==> config.mk <==
export PLATFORM = sky130hd
export DESIGN_NAME = lcd_cmd_sequencer_flat
export DESIGN_NICKNAME = d
export VERILOG_FILES = /design/src/rtl/lcd_pkg.sv /design/src/rtl/lcd_cmd_sequencer_if.sv /design/src/rtl/lcd_delay_timer.sv /design/src/rtl/lcd_cmd_sequencer.sv /design/src/flat_wrapper.sv
export SDC_FILE = /design/constraint.sdc
export NUM_CORES = 1
export LEC_CHECK = 0
export ABC_CLOCK_PERIOD_IN_PS = 2180
export CAP_MARGIN = 20
export CORE_MARGIN = 8
export CORE_UTILIZATION = 56
export CTS_CLUSTER_DIAMETER = 40
export DETAILED_ROUTE_END_ITERATION = 8
export DONT_BUFFER_PORTS = 1
export HOLD_SLACK_MARGIN = 0.08
export PLACE_DENSITY_LB_ADDON = 0.15
export SYNTH_ARGS = -nofsm -noshare
export SYNTH_HDL_FRONTEND = slang
export SYNTH_SLANG_ARGS = --single-unit
==> constraint.sdc <==
create_clock -name clk -period 2.18 [get_ports clk]
set_input_delay 0.436 -clock clk [delete_from_list [all_inputs] [get_ports clk]]
set_output_delay 0.436 -clock clk [all_outputs]
set_load 0.02 [all_outputs]
==> src/rtl/lcd_pkg.sv <==
// Shared types and constants for the LCD command sequencer: FSM states,
// HD44780 instruction codes and the power-on init byte table.
package lcd_pkg;

  typedef enum logic [2:0] {
    PWRUP     = 3'd0,
    INIT_WR   = 3'd1,
    INIT_BUSY = 3'd2,
    INIT_WAIT = 3'd3,
    IDLE      = 3'd4,
    USR_WR    = 3'd5,
    USR_BUSY  = 3'd6,
    USR_WAIT  = 3'd7
  } seq_state_e;

  // HD44780 instruction codes used by the init sequence and delay selection
  localparam logic [7:0] CLEAR    = 8'h01;
  localparam logic [7:0] HOME     = 8'h02;
  localparam logic [7:0] ENTRY    = 8'h06;
  localparam logic [7:0] DISP_ON  = 8'h0C;
  localparam logic [7:0] FUNC_SET = 8'h38;

  // Power-on init table: 8-bit/2-line/5x8, display on, entry increment, clear
  localparam int INIT_LEN = 4;
  localparam int IDX_W    = 2;
  localparam logic [7:0] INIT_ROM [INIT_LEN] = '{FUNC_SET, DISP_ON, ENTRY, CLEAR};

  // Clear Display and Return Home (0x02/0x03) need the long execution delay
  function automatic logic is_slow_cmd(input logic rs, input logic [7:0] data);
    return !rs && ((data == CLEAR) || (data == HOME) || (data == 8'h03));
  endfunction

endpackage

==> src/rtl/lcd_cmd_sequencer_if.sv <==
// Command channel from the application plus the write-cycle engine channel.
// The sequencer uses the slave view; the application/engine side uses master.
interface lcd_cmd_sequencer_if;
  logic       cmd_valid;
  logic       cmd_rs;
  logic [7:0] cmd_data;
  logic       cmd_ready;
  logic       init_done;
  logic       wr_enable;
  logic       wr_finish;
  logic       reg_sel;
  logic [7:0] db_out;

  modport slave (
    input  cmd_valid, cmd_rs, cmd_data, wr_finish,
    output cmd_ready, init_done, wr_enable, reg_sel, db_out
  );

  modport master (
    output cmd_valid, cmd_rs, cmd_data, wr_finish,
    input  cmd_ready, init_done, wr_enable, reg_sel, db_out
  );
endinterface

==> src/rtl/lcd_delay_timer.sv <==
// Up-counting delay timer. A start pulse clears the count and latches the
// delay length; done is high in the cycle the count reaches length-1.
// The counter saturates instead of wrapping so a stale done cannot recur.
module lcd_delay_timer #(
  parameter int CNT_W    = 20,
  parameter int RST_LOAD = 1
) (
  input  logic             clk,
  input  logic             rst,
  input  logic             start,
  input  logic [CNT_W-1:0] load_val,
  output logic             done
);

  logic [CNT_W-1:0] cnt_q, cnt_d;
  logic [CNT_W-1:0] limit_q, limit_d;

  // Next count: restart on start, otherwise count up and hold at all-ones
  always_comb begin
    cnt_d   = cnt_q;
    limit_d = limit_q;
    if (start) begin
      cnt_d   = '0;
      limit_d = load_val;
    end else if (cnt_q != '1) begin
      cnt_d = cnt_q + 1'b1;
    end
  end

  // Counter and latched length registers; reset arms the power-up delay
  always_ff @(posedge clk or posedge rst) begin
    if (rst) begin
      cnt_q   <= '0;
      limit_q <= CNT_W'(RST_LOAD);
    end else begin
      cnt_q   <= cnt_d;
      limit_q <= limit_d;
    end
  end

  assign done = (cnt_q == (limit_q - 1'b1));

endmodule

==> src/rtl/lcd_cmd_sequencer.sv <==
// HD44780 command sequencer: runs the power-on init table, then forwards
// user bytes to the write-cycle engine one at a time, holding DB/RS stable
// and enforcing the controller execution delay after every write.
module lcd_cmd_sequencer
  import lcd_pkg::*;
#(
  parameter int T_POWERUP = 750000,
  parameter int T_CMD     = 2000,
  parameter int T_CLEAR   = 82000,
  parameter int CNT_W     = 20
) (
  input  logic                clk,
  input  logic                rst,
  lcd_cmd_sequencer_if.slave  bus
);

  seq_state_e       state_q, state_d;
  logic [IDX_W-1:0] idx_q, idx_d;
  logic             slow_q, slow_d;
  logic             cmd_ready_q, cmd_ready_d;
  logic             init_done_q, init_done_d;
  logic             wr_enable_q, wr_enable_d;
  logic             reg_sel_q, reg_sel_d;
  logic [7:0]       db_out_q, db_out_d;

  logic             tmr_start;
  logic [CNT_W-1:0] tmr_load;
  logic             tmr_done;
  logic             accept;

  // cmd_ready_q is only ever high in IDLE, so this is the handshake itself
  assign accept = cmd_ready_q && bus.cmd_valid;

  lcd_delay_timer #(
    .CNT_W    (CNT_W),
    .RST_LOAD (T_POWERUP)
  ) u_delay (
    .clk      (clk),
    .rst      (rst),
    .start    (tmr_start),
    .load_val (tmr_load),
    .done     (tmr_done)
  );

  // Next-state and registered-output computation
  always_comb begin
    state_d     = state_q;
    idx_d       = idx_q;
    slow_d      = slow_q;
    cmd_ready_d = 1'b0;
    init_done_d = init_done_q;
    wr_enable_d = 1'b0;
    reg_sel_d   = reg_sel_q;
    db_out_d    = db_out_q;

    case (state_q)
      PWRUP: begin
        if (tmr_done) state_d = INIT_WR;
      end
      INIT_WR: begin
        db_out_d    = INIT_ROM[idx_q];
        reg_sel_d   = 1'b0;
        wr_enable_d = 1'b1;
        state_d     = INIT_BUSY;
      end
      INIT_BUSY: begin
        if (bus.wr_finish) state_d = INIT_WAIT;
      end
      INIT_WAIT: begin
        if (tmr_done) begin
          if (idx_q == IDX_W'(INIT_LEN - 1)) begin
            state_d = IDLE;
          end else begin
            idx_d   = idx_q + 1'b1;
            state_d = INIT_WR;
          end
        end
      end
      IDLE: begin
        // ready and init_done rise one cycle after entering IDLE so the
        // delay counts T whole cycles after the finish pulse
        init_done_d = 1'b1;
        if (accept) begin
          reg_sel_d = bus.cmd_rs;
          db_out_d  = bus.cmd_data;
          slow_d    = is_slow_cmd(bus.cmd_rs, bus.cmd_data);
          state_d   = USR_WR;
        end else begin
          cmd_ready_d = 1'b1;
        end
      end
      USR_WR: begin
        wr_enable_d = 1'b1;
        state_d     = USR_BUSY;
      end
      USR_BUSY: begin
        if (bus.wr_finish) state_d = USR_WAIT;
      end
      USR_WAIT: begin
        if (tmr_done) state_d = IDLE;
      end
      default: state_d = PWRUP;
    endcase
  end

  // Restart the timer on every state change with the delay of the new state
  always_comb begin
    tmr_start = (state_d != state_q);
    tmr_load  = CNT_W'(T_CMD);
    case (state_d)
      PWRUP:     tmr_load = CNT_W'(T_POWERUP);
      INIT_WAIT: tmr_load = (INIT_ROM[idx_q] == CLEAR) ? CNT_W'(T_CLEAR) : CNT_W'(T_CMD);
      USR_WAIT:  tmr_load = slow_q ? CNT_W'(T_CLEAR) : CNT_W'(T_CMD);
      default:   tmr_load = CNT_W'(T_CMD);
    endcase
  end

  // State and output registers; reset aborts any write in flight
  always_ff @(posedge clk or posedge rst) begin
    if (rst) begin
      state_q     <= PWRUP;
      idx_q       <= '0;
      slow_q      <= 1'b0;
      cmd_ready_q <= 1'b0;
      init_done_q <= 1'b0;
      wr_enable_q <= 1'b0;
      reg_sel_q   <= 1'b0;
      db_out_q    <= 8'h00;
    end else begin
      state_q     <= state_d;
      idx_q       <= idx_d;
      slow_q      <= slow_d;
      cmd_ready_q <= cmd_ready_d;
      init_done_q <= init_done_d;
      wr_enable_q <= wr_enable_d;
      reg_sel_q   <= reg_sel_d;
      db_out_q    <= db_out_d;
    end
  end

  assign bus.cmd_ready = cmd_ready_q;
  assign bus.init_done = init_done_q;
  assign bus.wr_enable = wr_enable_q;
  assign bus.reg_sel   = reg_sel_q;
  assign bus.db_out    = db_out_q;

endmodule

==> src/flat_wrapper.sv <==
// flat-port wrapper written by rule: the top's interface ports become plain ports
module lcd_cmd_sequencer_flat import lcd_pkg::*;
#(
  parameter int T_POWERUP = 750000,
  parameter int T_CMD     = 2000,
  parameter int T_CLEAR   = 82000,
  parameter int CNT_W     = 20
)
  (clk, rst, bus_cmd_valid, bus_cmd_rs, bus_cmd_data, bus_wr_finish, bus_cmd_ready, bus_init_done, bus_wr_enable, bus_reg_sel, bus_db_out);
  lcd_cmd_sequencer_if bus_i ();
  input  logic clk;
  input  logic rst;
  input wire logic [$bits(bus_i.cmd_valid)-1:0] bus_cmd_valid;
  input wire logic [$bits(bus_i.cmd_rs)-1:0] bus_cmd_rs;
  input wire logic [$bits(bus_i.cmd_data)-1:0] bus_cmd_data;
  input wire logic [$bits(bus_i.wr_finish)-1:0] bus_wr_finish;
  output wire logic [$bits(bus_i.cmd_ready)-1:0] bus_cmd_ready;
  output wire logic [$bits(bus_i.init_done)-1:0] bus_init_done;
  output wire logic [$bits(bus_i.wr_enable)-1:0] bus_wr_enable;
  output wire logic [$bits(bus_i.reg_sel)-1:0] bus_reg_sel;
  output wire logic [$bits(bus_i.db_out)-1:0] bus_db_out;
  assign bus_i.cmd_valid = bus_cmd_valid;
  assign bus_i.cmd_rs = bus_cmd_rs;
  assign bus_i.cmd_data = bus_cmd_data;
  assign bus_i.wr_finish = bus_wr_finish;
  assign bus_cmd_ready = bus_i.cmd_ready;
  assign bus_init_done = bus_i.init_done;
  assign bus_wr_enable = bus_i.wr_enable;
  assign bus_reg_sel = bus_i.reg_sel;
  assign bus_db_out = bus_i.db_out;
  lcd_cmd_sequencer #(.T_POWERUP(T_POWERUP), .T_CMD(T_CMD), .T_CLEAR(T_CLEAR), .CNT_W(CNT_W)) u_core (.clk(clk), .rst(rst), .bus(bus_i));
endmodule
==> results.py <==
metrics = {
    "grt": {
        "antenna_found_initial": 0,
        "track_usage_pct": 16.4,
        "grt_pass1_wl_um": 8320,
        "grt_pass1_vias": 1695,
        "gr-total-overflow": 0,
        "grt_max_degree": 26,
    },
    "drt": {
        "vias": 1845,
        "drc": 0,
        "routed_wl_um": 5140,
        "wire_per_inst_um": 16.6,
        "drt_iter0_drc": 170,
        "antenna_left": 0,
        "drt_pre_antenna_iters": 5,
        "post_drt_via_cell_ratio": 5.97,
    },
    "place": {
        "place_ws_ns": -0.0156,
        "hpwlAfterDp_um": 3510,
        "placed_cells": 299,
        "gp_congestion": 0.831,
        "placed_area_um2": 2450,
        "numPortBuffers": 0,
    },
    "power_and_ir_drop": {
        "p_leak_nw": 1.10,
        "max-vdd-ir-drop_mv": 0.394,
        "p_total_mw": 1.62,
        "p_per_area_nw_per_um2": 621,
    },
    "layout": {
        "stdcell_count": 309,
        "syn2layout_area_growth_pct": 14.2,
        "final_area_um2": 2610,
        "final_util_pct": 65.7,
        "layout_common_cells": "dfrtp_1, nor2_1, buf_4",
        "finalNetCount": 275,
        "num_antenna_cells": 0,
        "final_common_cell": "dfrtp_1",
        "drive_above_1_share_pct": 17.0,
    },
    "floorplan": {
        "fp.dieH_um": 79.9,
        "die_w_um": 79.9,
        "num_rows": 23,
        "die_area_um2": 6380,
        "initial_core_util_pct": 57.6,
        "ioPinCount": 25,
        "coreArea_um2": 3970,
    },
    "setup_path": {
        "worstReg2RegEnd": "u_core.idx_q[1]$_DFFE_PP0P_",
        "critPathArrivalTime_ns": 2.31,
        "start_kind": "flip-flop",
        "ff2ff_path_depth": 5,
        "worstPathMaxFanout": 5,
        "r2r-start": "u_core.u_delay.limit_q[17]$_DFFE_PP1N_",
        "worstSetupEndpointType": "flip-flop",
        "critPathKind": "flip-flop to flip-flop",
        "critPathRequiredTime_ns": 2.36,
        "reg2reg_setup_slack_ns": 0.05,
    },
    "sta": {
        "maxSlewViolCount": 0,
        "tns_ns": 0,
        "finalSetupViolations": 0,
        "hold_ws_ns": 0.0853,
        "period_minus_slack_ns": 2.13,
        "slew_headroom_pct": 44.8,
        "fmax_mhz": 470,
        "worst_pin_slew_ns": 0.823,
        "skew_ns": 0.00784,
        "hold_viol": 0,
        "layout_setup_ws_ns": 0.0542,
        "finalCritPeriodShare_pct": 97.5,
    },
    "synthesis": {
        "yosys_warnings": 0,
        "async_reset_ff_share_pct": 100,
        "syn-instance-count": 241,
        "syn-num-nets": 258,
        "synth-simple-area-share_pct": 25.2,
        "syn_area_um2": 2290,
        "synth_edf_count": 0,
        "synth_top_family_by_area": "simple AND/OR/NAND/NOR gates",
        "synth_ff_type": "dfrtp_1",
        "muxShareOfSynthArea_pct": 2.35,
        "yosys.area_share.adder_pct": 2.19,
        "synth_compound_area_share_pct": 12.9,
        "syn_area_per_cell_um2": 9.49,
        "synth-seq-cells": 43,
        "yosys.area_share.xor_xnor_pct": 6.51,
        "ys_types": 47,
        "seq_area_frac_synth_pct": 47.2,
    },
    "cts": {
        "cts_sinks": 43,
        "clk_latency_ns": 0.29,
        "root_buffer": "clkbuf_8",
        "cts_buffer_depth": 2,
        "clkSlewWorstSetupHoldPaths_ns": 0.08,
        "cts_tree": "done",
        "ctsHoldBuffers": 0,
        "ctsHtreeMaxLevel": 2,
        "cts_made_buffers": 5,
    },
    "job": {
        "max_cap_viol_count": 0,
    },
    "hold_path": {
        "hp-class": "primary input to async pin",
    },
    "outcome": {
        "outcome": "complete, no violations",
    },
}
-- layout make-up --
| type | instances | area [um2] |
|---|---|---|
| timing repair buffer | 20 | 163 |
| multi-input combinational | 181 | 1200 |
| fill | 321 | 1360 |
| inverter | 7 | 26.3 |
| clock buffer | 7 | 76.3 |
| sequential | 43 | 1080 |
| tap | 50 | 62.6 |
| clock inverter | 1 | 5.00 |
-- state kept, by name, summed over array words and instances, names as in the netlist --
signal,cells
u_core.bus.cmd_ready,1
u_core.bus.db_out,8
u_core.bus.init_done,1
u_core.bus.reg_sel,1
u_core.bus.wr_enable,1
u_core.idx_q,2
u_core.slow_q,1
u_core.state_q,3
u_core.u_delay.cnt_q,20
u_core.u_delay.limit_q,5
-- worst max path at each step --
stage	endpoint	startpoint	depth (start not counted)
6_report	u_core.idx_q[1]$_DFFE_PP0P_	u_core.u_delay.limit_q[17]$_DFFE_PP1N_	5
5_1_grt	u_core.idx_q[1]$_DFFE_PP0P_	u_core.u_delay.limit_q[17]$_DFFE_PP1N_	5
4_1_cts	u_core.u_delay.cnt_q[14]$_DFFE_PP0P_	u_core.u_delay.cnt_q[15]$_DFFE_PP0P_	5
3_5_place_dp	u_core.idx_q[1]$_DFFE_PP0P_	u_core.u_delay.cnt_q[15]$_DFFE_PP0P_	5
3_3_place_gp	u_core.idx_q[1]$_DFFE_PP0P_	u_core.u_delay.cnt_q[15]$_DFFE_PP0P_	5
2_1_floorplan	u_core.idx_q[1]$_DFFE_PP0P_	u_core.u_delay.cnt_q[15]$_DFFE_PP0P_	5
-- Yosys cell counts, types with 3 or more instances --
library cell,count,area (um2)
xor2_1,5,43.8
a21oi_1,8,40.0
and2_1,4,25.0
nor2_1,34,128
clkbuf_1,8,30.0
nor3_1,10,50.1
dfrtp_1,40,1000
xnor2_1,12,105
nor4_1,4,25.0
a31oi_1,4,25.0
ha_1,4,50.1
nand2_1,18,67.6
dfstp_2,3,78.8
nand4_1,7,43.8
o21ai_0,9,45.0
nand3_1,15,75.1
or3_1,7,43.8
inv_1,7,26.3
and3_1,5,31.3
-- worst max-delay path: stages, from the launching register on --
cell and delay, ns:
dfstp_2 0.39, or4_4 0.55, o32ai_4 0.35, nand3_2 0.13, nor4_4 0.25, mux2_1 0.34
-- logic make-up (layout without fill, tap and decap cells) --
group                    Yosys count  count (layout)
AO/OA/AOI/OAI                     39              40
XOR/XNOR                          17              17
adder cells (fa/ha/maj)            4               4
buffers and inverters             18              35
flip-flops                        43              43
multiplexers                       5               5
AND/OR/NAND/NOR                  115             115
-- metal layers --
| layer | wire length (um) | global-route usage (%) | vias up |
|---|---|---|---|
| li1 | - | - | 897 |
| met1 | 2390 | 23.1 | 894 |
| met2 | 2470 | 24.0 | 46 |
| met3 | 239 | 3.49 | 8 |
| met4 | 51 | 5.45 | 0 |
| met5 | 0 | 0 | - |
-- what timing repair did --
action | in CTS | in global routing
pin swaps | 1 | 5
endpoints found under the setup margin | 1 | 26
cloned | 0 | 1
gates resized for setup | 2 | 8
buffers inserted | 0 | 1
-- report_power, final --
group / total, mW / internal (mW) / switching [mW]
registers: 0.891 / 0.843 / 0.0474
clock network: 0.486 / 0.225 / 0.261
logic: 0.244 / 0.105 / 0.139
Note: power is estimated with default switching activity, not from simulation.
